[src/rtl/multicycle_ctrl_if.sv]
// ============================================================================
// multicycle_ctrl_if : control/status bundle between sequencer and datapath
// Revision 1.0
// ============================================================================
`default_nettype none

interface multicycle_ctrl_if;
  logic [5:0] OP;
  logic [5:0] Funct;
  logic       zero;
  logic       mem_ready;
  logic       PCWrite;
  logic [1:0] PCSrc;
  logic       IorD;
  logic       mem_req;
  logic       MemWrite;
  logic       IRWrite;
  logic [1:0] RegDst;
  logic [1:0] MemtoReg;
  logic       RegWrite;
  logic       ALUSrcA;
  logic [1:0] ALUSrcB;
  logic [2:0] ALUOp;
  logic [1:0] EXTOp;
  logic       retire;
  logic [1:0] err_code;
  logic [3:0] state;

  modport master (
    input  OP, Funct, zero, mem_ready,
    output PCWrite, PCSrc, IorD, mem_req, MemWrite, IRWrite, RegDst, MemtoReg,
           RegWrite, ALUSrcA, ALUSrcB, ALUOp, EXTOp, retire, err_code, state
  );

  modport slave (
    output OP, Funct, zero, mem_ready,
    input  PCWrite, PCSrc, IorD, mem_req, MemWrite, IRWrite, RegDst, MemtoReg,
           RegWrite, ALUSrcA, ALUSrcB, ALUOp, EXTOp, retire, err_code, state
  );
endinterface

`default_nettype wire

[src/rtl/multicycle_ctrl.sv]
// ============================================================================
// multicycle_ctrl : Moore sequencer for a multi-cycle MIPS datapath
// Revision 1.0
// ============================================================================
`default_nettype none

module multicycle_ctrl #(
  parameter int MAX_WAIT = 200,
  parameter int WAIT_W   = 8
) (
  input  wire               clk,
  input  wire               reset,
  multicycle_ctrl_if.master bus
);

  localparam logic [3:0] S_RST      = 4'd0;
  localparam logic [3:0] S_FETCH    = 4'd1;
  localparam logic [3:0] S_DECODE   = 4'd2;
  localparam logic [3:0] S_EXE_R    = 4'd3;
  localparam logic [3:0] S_EXE_I    = 4'd4;
  localparam logic [3:0] S_MEM_ADDR = 4'd5;
  localparam logic [3:0] S_MEM_RD   = 4'd6;
  localparam logic [3:0] S_MEM_WR   = 4'd7;
  localparam logic [3:0] S_WB_ALU   = 4'd8;
  localparam logic [3:0] S_BRANCH   = 4'd9;
  localparam logic [3:0] S_JUMP     = 4'd10;
  localparam logic [3:0] S_ERR      = 4'd11;
  localparam logic [3:0] S_WB_MEM   = 4'd12;

  localparam logic [5:0] c_OP_R   = 6'h00;
  localparam logic [5:0] c_OP_J   = 6'h02;
  localparam logic [5:0] c_OP_JAL = 6'h03;
  localparam logic [5:0] c_OP_BEQ = 6'h04;
  localparam logic [5:0] c_OP_ORI = 6'h0D;
  localparam logic [5:0] c_OP_LW  = 6'h23;
  localparam logic [5:0] c_OP_SW  = 6'h2B;

  localparam logic [2:0] c_ALU_ADD = 3'd0;
  localparam logic [2:0] c_ALU_SUB = 3'd1;
  localparam logic [2:0] c_ALU_AND = 3'd2;
  localparam logic [2:0] c_ALU_OR  = 3'd3;
  localparam logic [2:0] c_ALU_NOR = 3'd4;
  localparam logic [2:0] c_ALU_SLT = 3'd5;

  localparam logic [1:0] c_ERR_ILL = 2'b01;
  localparam logic [1:0] c_ERR_TMO = 2'b10;

  logic [3:0]        r_state;
  logic [3:0]        w_next;
  logic [1:0]        r_err;
  logic [1:0]        w_err_next;
  logic [WAIT_W-1:0] r_wait;
  logic              w_timeout;
  logic              w_funct_ok;
  logic [2:0]        w_funct_alu;

  logic       w_pcwrite, w_iord, w_mem_req, w_memwrite, w_irwrite;
  logic       w_regwrite, w_alusrca, w_retire;
  logic [1:0] w_pcsrc, w_regdst, w_memtoreg, w_alusrcb, w_extop;
  logic [2:0] w_aluop;

  always_comb begin
    w_funct_ok  = 1'b1;
    w_funct_alu = c_ALU_ADD;
    case (bus.Funct)
      6'h20, 6'h21: w_funct_alu = c_ALU_ADD;
      6'h22, 6'h23: w_funct_alu = c_ALU_SUB;
      6'h24:        w_funct_alu = c_ALU_AND;
      6'h25:        w_funct_alu = c_ALU_OR;
      6'h27:        w_funct_alu = c_ALU_NOR;
      6'h2A:        w_funct_alu = c_ALU_SLT;
      default:      w_funct_ok  = 1'b0;
    endcase
  end

  always_comb begin
    w_pcwrite  = 1'b0; w_iord    = 1'b0; w_mem_req  = 1'b0; w_memwrite = 1'b0;
    w_irwrite  = 1'b0; w_regwrite = 1'b0; w_alusrca = 1'b0; w_retire   = 1'b0;
    w_pcsrc    = 2'b00; w_regdst  = 2'b00; w_memtoreg = 2'b00;
    w_alusrcb  = 2'b00; w_extop   = 2'b00; w_aluop    = c_ALU_ADD;
    case (r_state)
      S_FETCH: begin
        w_mem_req = 1'b1;
        w_alusrcb = 2'b01;
        w_irwrite = bus.mem_ready;
        w_pcwrite = bus.mem_ready;
      end
      S_DECODE: begin
        w_alusrcb = 2'b11;
        w_extop   = 2'b01;
      end
      S_EXE_R: begin
        w_alusrca = 1'b1;
        w_aluop   = w_funct_alu;
      end
      S_EXE_I: begin
        w_alusrca = 1'b1;
        w_alusrcb = 2'b10;
        w_aluop   = c_ALU_OR;
      end
      S_MEM_ADDR: begin
        w_alusrca = 1'b1;
        w_alusrcb = 2'b10;
        w_extop   = 2'b01;
      end
      S_MEM_RD: begin
        w_mem_req = 1'b1;
        w_iord    = 1'b1;
      end
      S_MEM_WR: begin
        w_mem_req  = 1'b1;
        w_memwrite = 1'b1;
        w_iord     = 1'b1;
        w_retire   = bus.mem_ready;
      end
      S_WB_ALU: begin
        w_regwrite = 1'b1;
        // IR is stable until the next fetch, so OP still selects rd vs rt here
        w_regdst   = (bus.OP == c_OP_R) ? 2'b01 : 2'b00;
        w_retire   = 1'b1;
      end
      S_WB_MEM: begin
        w_regwrite = 1'b1;
        w_memtoreg = 2'b01;
        w_retire   = 1'b1;
      end
      S_BRANCH: begin
        w_alusrca = 1'b1;
        w_aluop   = c_ALU_SUB;
        w_pcsrc   = 2'b01;
        w_pcwrite = bus.zero;
        w_retire  = 1'b1;
      end
      S_JUMP: begin
        w_pcwrite = 1'b1;
        w_pcsrc   = 2'b10;
        w_retire  = 1'b1;
        if (bus.OP == c_OP_JAL) begin
          w_regwrite = 1'b1;
          w_regdst   = 2'b10;
          w_memtoreg = 2'b10;
        end
      end
      default: ;
    endcase
  end

  // mem_ready on the last allowed cycle takes priority over the timeout
  assign w_timeout = w_mem_req && !bus.mem_ready && (r_wait == WAIT_W'(MAX_WAIT - 1));

  always_comb begin
    w_next     = r_state;
    w_err_next = r_err;
    case (r_state)
      S_RST:   w_next = S_FETCH;
      S_FETCH: if (bus.mem_ready) w_next = S_DECODE;
      S_DECODE: begin
        case (bus.OP)
          c_OP_R:           w_next = w_funct_ok ? S_EXE_R : S_ERR;
          c_OP_ORI:         w_next = S_EXE_I;
          c_OP_LW, c_OP_SW: w_next = S_MEM_ADDR;
          c_OP_BEQ:         w_next = S_BRANCH;
          c_OP_J, c_OP_JAL: w_next = S_JUMP;
          default:          w_next = S_ERR;
        endcase
        if (w_next == S_ERR) w_err_next = c_ERR_ILL;
      end
      S_EXE_R, S_EXE_I: w_next = S_WB_ALU;
      S_MEM_ADDR: w_next = (bus.OP == c_OP_LW) ? S_MEM_RD : S_MEM_WR;
      S_MEM_RD:   if (bus.mem_ready) w_next = S_WB_MEM;
      S_MEM_WR:   if (bus.mem_ready) w_next = S_FETCH;
      S_WB_ALU, S_WB_MEM, S_BRANCH, S_JUMP: w_next = S_FETCH;
      S_ERR:      w_next = S_ERR;
      default:    w_next = S_RST;
    endcase
    if (w_timeout) begin
      w_next     = S_ERR;
      w_err_next = c_ERR_TMO;
    end
  end

  always_ff @(posedge clk or negedge reset) begin
    if (!reset) begin
      r_state <= S_RST;
      r_err   <= 2'b00;
      r_wait  <= '0;
    end else begin
      r_state <= w_next;
      r_err   <= w_err_next;
      if (w_mem_req && !bus.mem_ready) r_wait <= r_wait + WAIT_W'(1);
      else                             r_wait <= '0;
    end
  end

  assign bus.PCWrite  = w_pcwrite;
  assign bus.PCSrc    = w_pcsrc;
  assign bus.IorD     = w_iord;
  assign bus.mem_req  = w_mem_req;
  assign bus.MemWrite = w_memwrite;
  assign bus.IRWrite  = w_irwrite;
  assign bus.RegDst   = w_regdst;
  assign bus.MemtoReg = w_memtoreg;
  assign bus.RegWrite = w_regwrite;
  assign bus.ALUSrcA  = w_alusrca;
  assign bus.ALUSrcB  = w_alusrcb;
  assign bus.ALUOp    = w_aluop;
  assign bus.EXTOp    = w_extop;
  assign bus.retire   = w_retire;
  assign bus.err_code = r_err;
  assign bus.state    = r_state;

endmodule

`default_nettype wire

[src/flat_wrapper.sv]
// flat-port wrapper written by rule: the top's interface ports become plain ports
module multicycle_ctrl_flat 
#(
  parameter int MAX_WAIT = 200,
  parameter int WAIT_W   = 8
)
  (clk, reset, bus_OP, bus_Funct, bus_zero, bus_mem_ready, bus_PCWrite, bus_PCSrc, bus_IorD, bus_mem_req, bus_MemWrite, bus_IRWrite, bus_RegDst, bus_MemtoReg, bus_RegWrite, bus_ALUSrcA, bus_ALUSrcB, bus_ALUOp, bus_EXTOp, bus_retire, bus_err_code, bus_state);
  multicycle_ctrl_if bus_i ();
  input  wire clk;
  input  wire reset;
  input wire logic [$bits(bus_i.OP)-1:0] bus_OP;
  input wire logic [$bits(bus_i.Funct)-1:0] bus_Funct;
  input wire logic [$bits(bus_i.zero)-1:0] bus_zero;
  input wire logic [$bits(bus_i.mem_ready)-1:0] bus_mem_ready;
  output wire logic [$bits(bus_i.PCWrite)-1:0] bus_PCWrite;
  output wire logic [$bits(bus_i.PCSrc)-1:0] bus_PCSrc;
  output wire logic [$bits(bus_i.IorD)-1:0] bus_IorD;
  output wire logic [$bits(bus_i.mem_req)-1:0] bus_mem_req;
  output wire logic [$bits(bus_i.MemWrite)-1:0] bus_MemWrite;
  output wire logic [$bits(bus_i.IRWrite)-1:0] bus_IRWrite;
  output wire logic [$bits(bus_i.RegDst)-1:0] bus_RegDst;
  output wire logic [$bits(bus_i.MemtoReg)-1:0] bus_MemtoReg;
  output wire logic [$bits(bus_i.RegWrite)-1:0] bus_RegWrite;
  output wire logic [$bits(bus_i.ALUSrcA)-1:0] bus_ALUSrcA;
  output wire logic [$bits(bus_i.ALUSrcB)-1:0] bus_ALUSrcB;
  output wire logic [$bits(bus_i.ALUOp)-1:0] bus_ALUOp;
  output wire logic [$bits(bus_i.EXTOp)-1:0] bus_EXTOp;
  output wire logic [$bits(bus_i.retire)-1:0] bus_retire;
  output wire logic [$bits(bus_i.err_code)-1:0] bus_err_code;
  output wire logic [$bits(bus_i.state)-1:0] bus_state;
  assign bus_i.OP = bus_OP;
  assign bus_i.Funct = bus_Funct;
  assign bus_i.zero = bus_zero;
  assign bus_i.mem_ready = bus_mem_ready;
  assign bus_PCWrite = bus_i.PCWrite;
  assign bus_PCSrc = bus_i.PCSrc;
  assign bus_IorD = bus_i.IorD;
  assign bus_mem_req = bus_i.mem_req;
  assign bus_MemWrite = bus_i.MemWrite;
  assign bus_IRWrite = bus_i.IRWrite;
  assign bus_RegDst = bus_i.RegDst;
  assign bus_MemtoReg = bus_i.MemtoReg;
  assign bus_RegWrite = bus_i.RegWrite;
  assign bus_ALUSrcA = bus_i.ALUSrcA;
  assign bus_ALUSrcB = bus_i.ALUSrcB;
  assign bus_ALUOp = bus_i.ALUOp;
  assign bus_EXTOp = bus_i.EXTOp;
  assign bus_retire = bus_i.retire;
  assign bus_err_code = bus_i.err_code;
  assign bus_state = bus_i.state;
  multicycle_ctrl #(.MAX_WAIT(MAX_WAIT), .WAIT_W(WAIT_W)) u_core (.clk(clk), .reset(reset), .bus(bus_i));
endmodule
[config.mk]
export PLATFORM = sky130hd
export DESIGN_NAME = multicycle_ctrl_flat
export DESIGN_NICKNAME = d
export VERILOG_FILES = /design/src/rtl/multicycle_ctrl_if.sv /design/src/rtl/multicycle_ctrl.sv /design/src/flat_wrapper.sv
export SDC_FILE = /design/constraint.sdc
export NUM_CORES = 1
export LEC_CHECK = 0
export CORE_UTILIZATION = 45
export CTS_CLUSTER_SIZE = 16
export DETAILED_ROUTE_END_ITERATION = 12
export PLACE_DENSITY = 0.8
export SKIP_LAST_GASP = 1
export SYNTH_ARGS = -nofsm -noshare
export SYNTH_HDL_FRONTEND = slang
export SYNTH_SLANG_ARGS = --single-unit
[constraint.sdc]
create_clock -name clk -period 2.5 [get_ports clk]
set_input_delay 0.5 -clock clk [delete_from_list [all_inputs] [get_ports clk]]
set_output_delay 0.5 -clock clk [all_outputs]
set_load 0.005 [all_outputs]
==> reports/metrics.csv <==
stage,metric,value,unit
clock_network,CTS tree,built,
status,outcome,"finished, final reports clean",
setup_path,"Arr. time, crit path",1.93,ns
synthesis,Synth area leaders,"dfrtp_1, nor2_1, xor2_1",
layout,"most common cell after layout, fill and taps aside",clkdlybuf4s50_1,
drt,length of the first detailed-routing pass in iterations,4,
synthesis,largest area contributor in the netlist,dfrtp_1,
global_routing,initial antenna violation count,0,
drt,Vias,1372,
die,core area,0.002500,mm^2
setup_path,CP max FO,2,
run,Max Cap Viol,0,
sta,Worst Tran Pin Value,0.6188,ns
sta,fin crit share,0.9716,
layout,final net count,226,
sta,Post-Route Skew,0.001179,ns
layout,"commonest non-fill, non-tap cells in the layout","clkdlybuf4s50_1, nor2_1, buf_4",
synthesis,sequential share of the synthesized area,0.2926,
placed_design,port bufs,41,
placed_design,area post-placement,0.001723,mm^2
sta,Max Slew Vio Count,0,
min_path,HP Class,reg2reg,
global_routing,GRT Util Overall,0.2544,
clock_network,CTS Hold Bufs,0,
synthesis,number of flops mapped to enable cells by yosys,0,
drt,routed vias/inst,5.765,
sta,RSZ-0062 raised after global routing,no,
global_routing,met2 Use GR,0.4542,
drt,Post-DRT Antenna Nets,0,
clock_network,clock sinks,14,
sta,Relative slew margins,0.5861,
drt,starting DRC count in detailed routing,48,
layout,"Design Area, Final",0.001823,mm^2
placed_design,routability cong.,0.8556,
global_routing,vias in the first global route,1257,
synthesis,Synth top area share,0.2926,
die,# rows,18,
setup_path,crit start category,input port,
clock_network,CTS Buffer Depth,2,
die,Die Wd,53.59,um
layout,fillers,199,
synthesis,post-synthesis simple-gate area fraction,0.3480,
sta,Fin. Hold Viols,0,
drt,DRT Wirelength,3454,um
synthesis,YS warnings,0,
pwr,Worst IR Drop VDD,541.5,uV
synthesis,post-synthesis cell area,0.001197,mm^2
global_routing,aggregate global routing overflow,0,
clock_network,CTS root buf,clkbuf_4,
synthesis,xor/xnor share of the synthesized area,0.05852,
clock_network,CTS Buf Count,3,
placed_design,setup slack at placement,-0.5167,ns
layout,share of post-route cells with drive strength above 1,0.1923,
synthesis,Synth cell types,51,
synthesis,post-synthesis compound-gate area fraction,0.2069,
drt,# DRC,0,
global_routing,largest net degree at the start of global routing,20,
global_routing,global-route wire length before repair,5347,um
clock_network,register clock-pin slew on the reported worst setup and hold paths,0.08,ns
placed_design,dpl hpwl,2557,um
synthesis,Synth Area in Adders,0.01045,
synthesis,synthesized instance count,154,
synthesis,Mean Syn Cell Area,7.775,um^2
synthesis,mux cell area share after synthesis,0.01672,
layout,Final Util,0.7292,
sta,setup_tns,0,ns
pwr,Lkg Pwr,0.8259,nW
clock_network,H-tree levels,1,
sta,final setup fails,0,
die,Die Ht,53.59,um
setup_path,Crit Path Category,in2out,
sta,Max Freq,0.4117,GHz
synthesis,ys async rst share,1.000,
pwr,Cell Pwr Density,683.8,mW/mm^2
global_routing,gr busiest metal,met2,
sta,final worst slack,0.07106,ns
drt,WL/cell,14.51,um
synthesis,syn_nets,171,
synthesis,main combinational cell family by area after synthesis,simple AND/OR/NAND/NOR gates,
die,initial core utilization,0.4790,
clock_network,Clock Latency Late Sink,0.29,ns
global_routing,GR Util met3,0.03672,
synthesis,Synth Flop Type,dfrtp_1,
layout,ANT cells,0,
synthesis,post-synthesis register bit count,14,
global_routing,met1 GRT Util,0.3034,
layout,area grow syn2layout,52.25,%
setup_path,Critical Path RT,2.00,ns
sta,Tmin final,2.429,ns
die,I/O Pins,43,
setup_path,endpoint type of the worst setup path,primary output,
die,full die area,0.002871,mm^2
sta,final hold slack,0.4654,ns
==> sequential cells by signal, summed over array words and instances, names as in the netlist <==
| name | cells |
|---|---|
| u_core.r_wait | 8 |
| u_core.bus.err_code | 2 |
| u_core.bus.state | 4 |
==> critical path: stages <==
cell and delay (ns):
dlygate4sd2_1 0.24, or4b_4 0.50, nor4b_4 0.25, buf_4 0.14
buf_4 0.10, nand2b_1 0.09, buf_2 0.11
==> final cells by class <==
cell class,count,area (um^2),area share
sequential,14,350.3,0.1922
clock buffer,4,36.28,0.01990
timing repair buffer,61,555.5,0.3047
tap,30,37.54,0.02059
multi-input combinational,124,820.8,0.4502
inverter,5,22.52,0.01235
==> metal layers <==
metal | part of all wire | vias up
met5 | 0 | -
met4 | 0.015 | 0
met3 | 0.046 | 6
met2 | 0.50 | 49
met1 | 0.44 | 652
li1 | - | 665
==> cells by family (layout without fill, tap and decap cells) <==
logic type	count (synthesis)	count (layout)
XOR/XNOR	8	8
AO/OA/AOI/OAI	34	34
buffers and inverters	16	70
other	1	1
AND/OR/NAND/NOR	78	78
flip-flops	14	14
multiplexers	2	2
adder cells (fa/ha/maj)	1	1
==> stage by stage <==
stage                     instances  total power, mW
after CTS                       237            1.206
after detailed placement        232            1.034
after floorplan                 154           0.6749
after global placement          232            1.021
final                           238            1.247
after global routing            238            1.335
==> synth_stat cells (2+ instances only) <==
library cell	n
buf_4	2
nor2b_1	5
o311a_1	2
a311o_1	2
nand3_1	7
nand2b_1	3
inv_1	4
o21ai_0	5
nor4_1	4
dfrtp_1	14
xor2_1	5
clkbuf_1	7
nand2_1	9
xnor2_1	3
nor3_1	4
a21oi_1	8
nor2_1	24
nor3b_1	4
and2_1	2
mux2i_1	2
a21boi_0	2
nand4_1	2
or3_1	3
and3_1	4
==> path summary, 6_finish.rpt <==
check                                           startpoint                               to  slack (ns)  cells past startpoint
hold / removal                  u_core.r_wait[0]$_DFF_PN0_       u_core.r_wait[0]$_DFF_PN0_        0.47                      1
setup reg to reg           u_core.bus.state[0]$_DFFE_PN0P_  u_core.bus.state[1]$_DFFE_PN0P_        0.58                      6
hold reg to reg                 u_core.r_wait[0]$_DFF_PN0_       u_core.r_wait[0]$_DFF_PN0_        0.47                      1
min in group asynchronous                            reset       u_core.r_wait[6]$_DFF_PN0_        0.59                      1
setup / recovery                                 bus_OP[3]                     bus_RegWrite        0.07                      7
max in group asynchronous                            reset       u_core.r_wait[3]$_DFF_PN0_        1.51                      1
==> where the power goes <==
part / internal [mW] / switching (mW) / leakage (nW)
clock network: 0.0888 / 0.0755 / 0.0210
registers: 0.260 / 0.0198 / 0.185
logic: 0.411 / 0.392 / 0.619
total: 0.760 / 0.487 / 0.826
==> timing repair <==
action / CTS / global route
resized for setup: 26 / 11
pin swaps: 4 / 3
buffers inserted: 1 / 1
endpoints found under the setup margin: 10 / 7
(Power assumes the default switching activity.)
==> variant (same settings) <==
`WAIT_W` is set to 8 in 2 places; all go to 6.
--- a/src/rtl/multicycle_ctrl.sv
+++ b/src/rtl/multicycle_ctrl.sv
@@ -6,7 +6,7 @@
 
 module multicycle_ctrl #(
   parameter int MAX_WAIT = 200,
-  parameter int WAIT_W   = 8
+  parameter int WAIT_W   = 6
 ) (
   input  wire               clk,
   input  wire               reset,
--- a/src/flat_wrapper.sv
+++ b/src/flat_wrapper.sv
@@ -2,7 +2,7 @@
 module multicycle_ctrl_flat 
 #(
   parameter int MAX_WAIT = 200,
-  parameter int WAIT_W   = 8
+  parameter int WAIT_W   = 6
 )
   (clk, reset, bus_OP, bus_Funct, bus_zero, bus_mem_ready, bus_PCWrite, bus_PCSrc, bus_IorD, bus_mem_req, bus_MemWrite, bus_IRWrite, bus_RegDst, bus_MemtoReg, bus_RegWrite, bus_ALUSrcA, bus_ALUSrcB, bus_ALUOp, bus_EXTOp, bus_retire, bus_err_code, bus_state);
   multicycle_ctrl_if bus_i ();
Function: changed (Yosys sat finds a counterexample within 10 cycles, from zero or initial values and one cycle with reset low).
==> variant against the unedited design <==
Design area is 2.5% lower. Count of clock-buffer cells in the layout is the same. Clock skew is essentially flat. Wire length increased by 0.55%. Synthesized area fell by 5.3%. Worst setup slack barely moved. Sequential cell count decreased by 2. Critical path type is now flop to primary output. Final cell count decreased by 2.1%. First-iteration DRC count down 23%. Critical path depth is 3 lower. Critical endpoint is now bus_PCWrite. Largest power group unchanged. Via count decreased by 1.5%. Power is 9.6% lower.
==> variant: results (changes against the unedited design) <==
share of cells above drive strength 1=0.185 (-0.00694); Via density=5.80 (+0.58%); Peak VDD IR=0.610 mV (+13%); outcome=finished, final reports clean; post_cts resized=14 (-46%); Worst Reg-to-Reg Cells=4 (-2); vias in the first global route=1287 (+2.4%); clock skew=1.28 ps (+0.102 ps); Sink Count=12 (-2); Crit Reg-Reg Startpoint=u_core.bus.state[1]; largest net degree at the start of global routing=17 (-15%); Tot GR Track Use=0.275 (+0.0207); Final min period=2430 ps (-0.278 ps); Leakage=0.794 nW (-3.9%); max FFs per register=6 (-2); commonest cells in the netlist=nor2_1 (22), dfrtp_1 (12), nand2_1 (11); CP Capture Point=bus_PCWrite; first-pass GRT wire length=5530 microns (+3.5%); Rel. slew slack=0.642 (+0.0562); Initial DRC Count=37 (-23%); HPWL after DPL=2620 microns (+2.4%); WL/cell=14.9 microns (+2.7%); Min Hold Slack=466 ps (+0.269 ps); cell area after layout=0.00178 sq mm (-2.5%); setup slack, reg-to-reg=750 ps (+170 ps); Netlist cell types=53 (+3.9%); CP startpoint=u_core.bus.state[0]; Critical-path top delay cell=clkdlybuf4s50_1; CP top delay family=buffers and inverters; gpl congestion=0.905 (+5.7%); Cell Area, Placed=0.00169 sq mm (-2.1%); Synth Net Count=164 (-4.1%); crit-path max FO=12 (+10); pre-CTS setup slack=-255 ps (+262 ps); Layout Nets=223 (-1.3%); worst skew pair latency=270 ps (-20 ps); RR Endpoint=u_core.bus.err_code[0]; worst hold path class=flop to flop; postcts setup bufs=0 (-1); # fillers=177 (-11%); Seq/Total Area, Yosys=0.265 (-0.0277); CTS Buffer Depth=2 (unchanged)
==> variant: cell types whose count changed in the layout (fill, tap and decap cells not counted), moves of 4 or more <==
| cell | delta |
|---|---|
| buf_4 | +4 |
| clkdlybuf4s50_1 | +6 |
| dfrtp_1 | -6 |
| dfrtp_2 | +4 |
| dlygate4sd2_1 | -4 |
| nand3_1 | -4 |
| nor4_1 | -4 |
| o21ai_1 | +4 |
==> variant: final cells by class <==
type | count | share of cell area
inverter | 6 | 0.0127
clock buffer | 4 | 0.0204
timing repair buffer | 63 | 0.324
sequential | 12 | 0.172
multi-input combinational | 120 | 0.451
tap | 28 | 0.0197
==> variant: power breakdown <==
part	leakage, nW	total, mW	internal (mW)	switching [mW]
combinational	0.620	0.669	0.368	0.301
clock	0.0210	0.153	0.0885	0.0645
sequential	0.152	0.305	0.231	0.0737
total	0.794	1.13	0.688	0.440
==> variant: routing by layer <==
| metal | vias to the layer above | share of wire | GRT usage |
|---|---|---|---|
| li1 | 647 | - | - |
| met1 | 649 | 0.43 | 0.335 |
| met2 | 49 | 0.50 | 0.474 |
| met3 | 6 | 0.064 | 0.0725 |
| met4 | 0 | 0.013 | 0.0789 |
| met5 | - | 0 | 0 |
==> variant: metrics by stage <==
step                      setup TNS, ps  std cells
after CTS                          -210        233
final                                 0        233
after global placement            -1030        229
after floorplan                       0        147
after global routing                  0        233
after detailed placement          -1320        229
==> variant: kinds of logic after synthesis <==
kind of cell / after synthesis / share of synthesized area
and+or+nand+nor: 73 / 0.366
AOI/OAI and AO/OA: 39 / 0.236
buffers and inverters: 15 / 0.0706
DFF: 12 / 0.265
xor gates and xnor gates: 5 / 0.0386
adders and majority gates: 1 / 0.0110
other: 1 / 0.00331
muxes: 1 / 0.00883
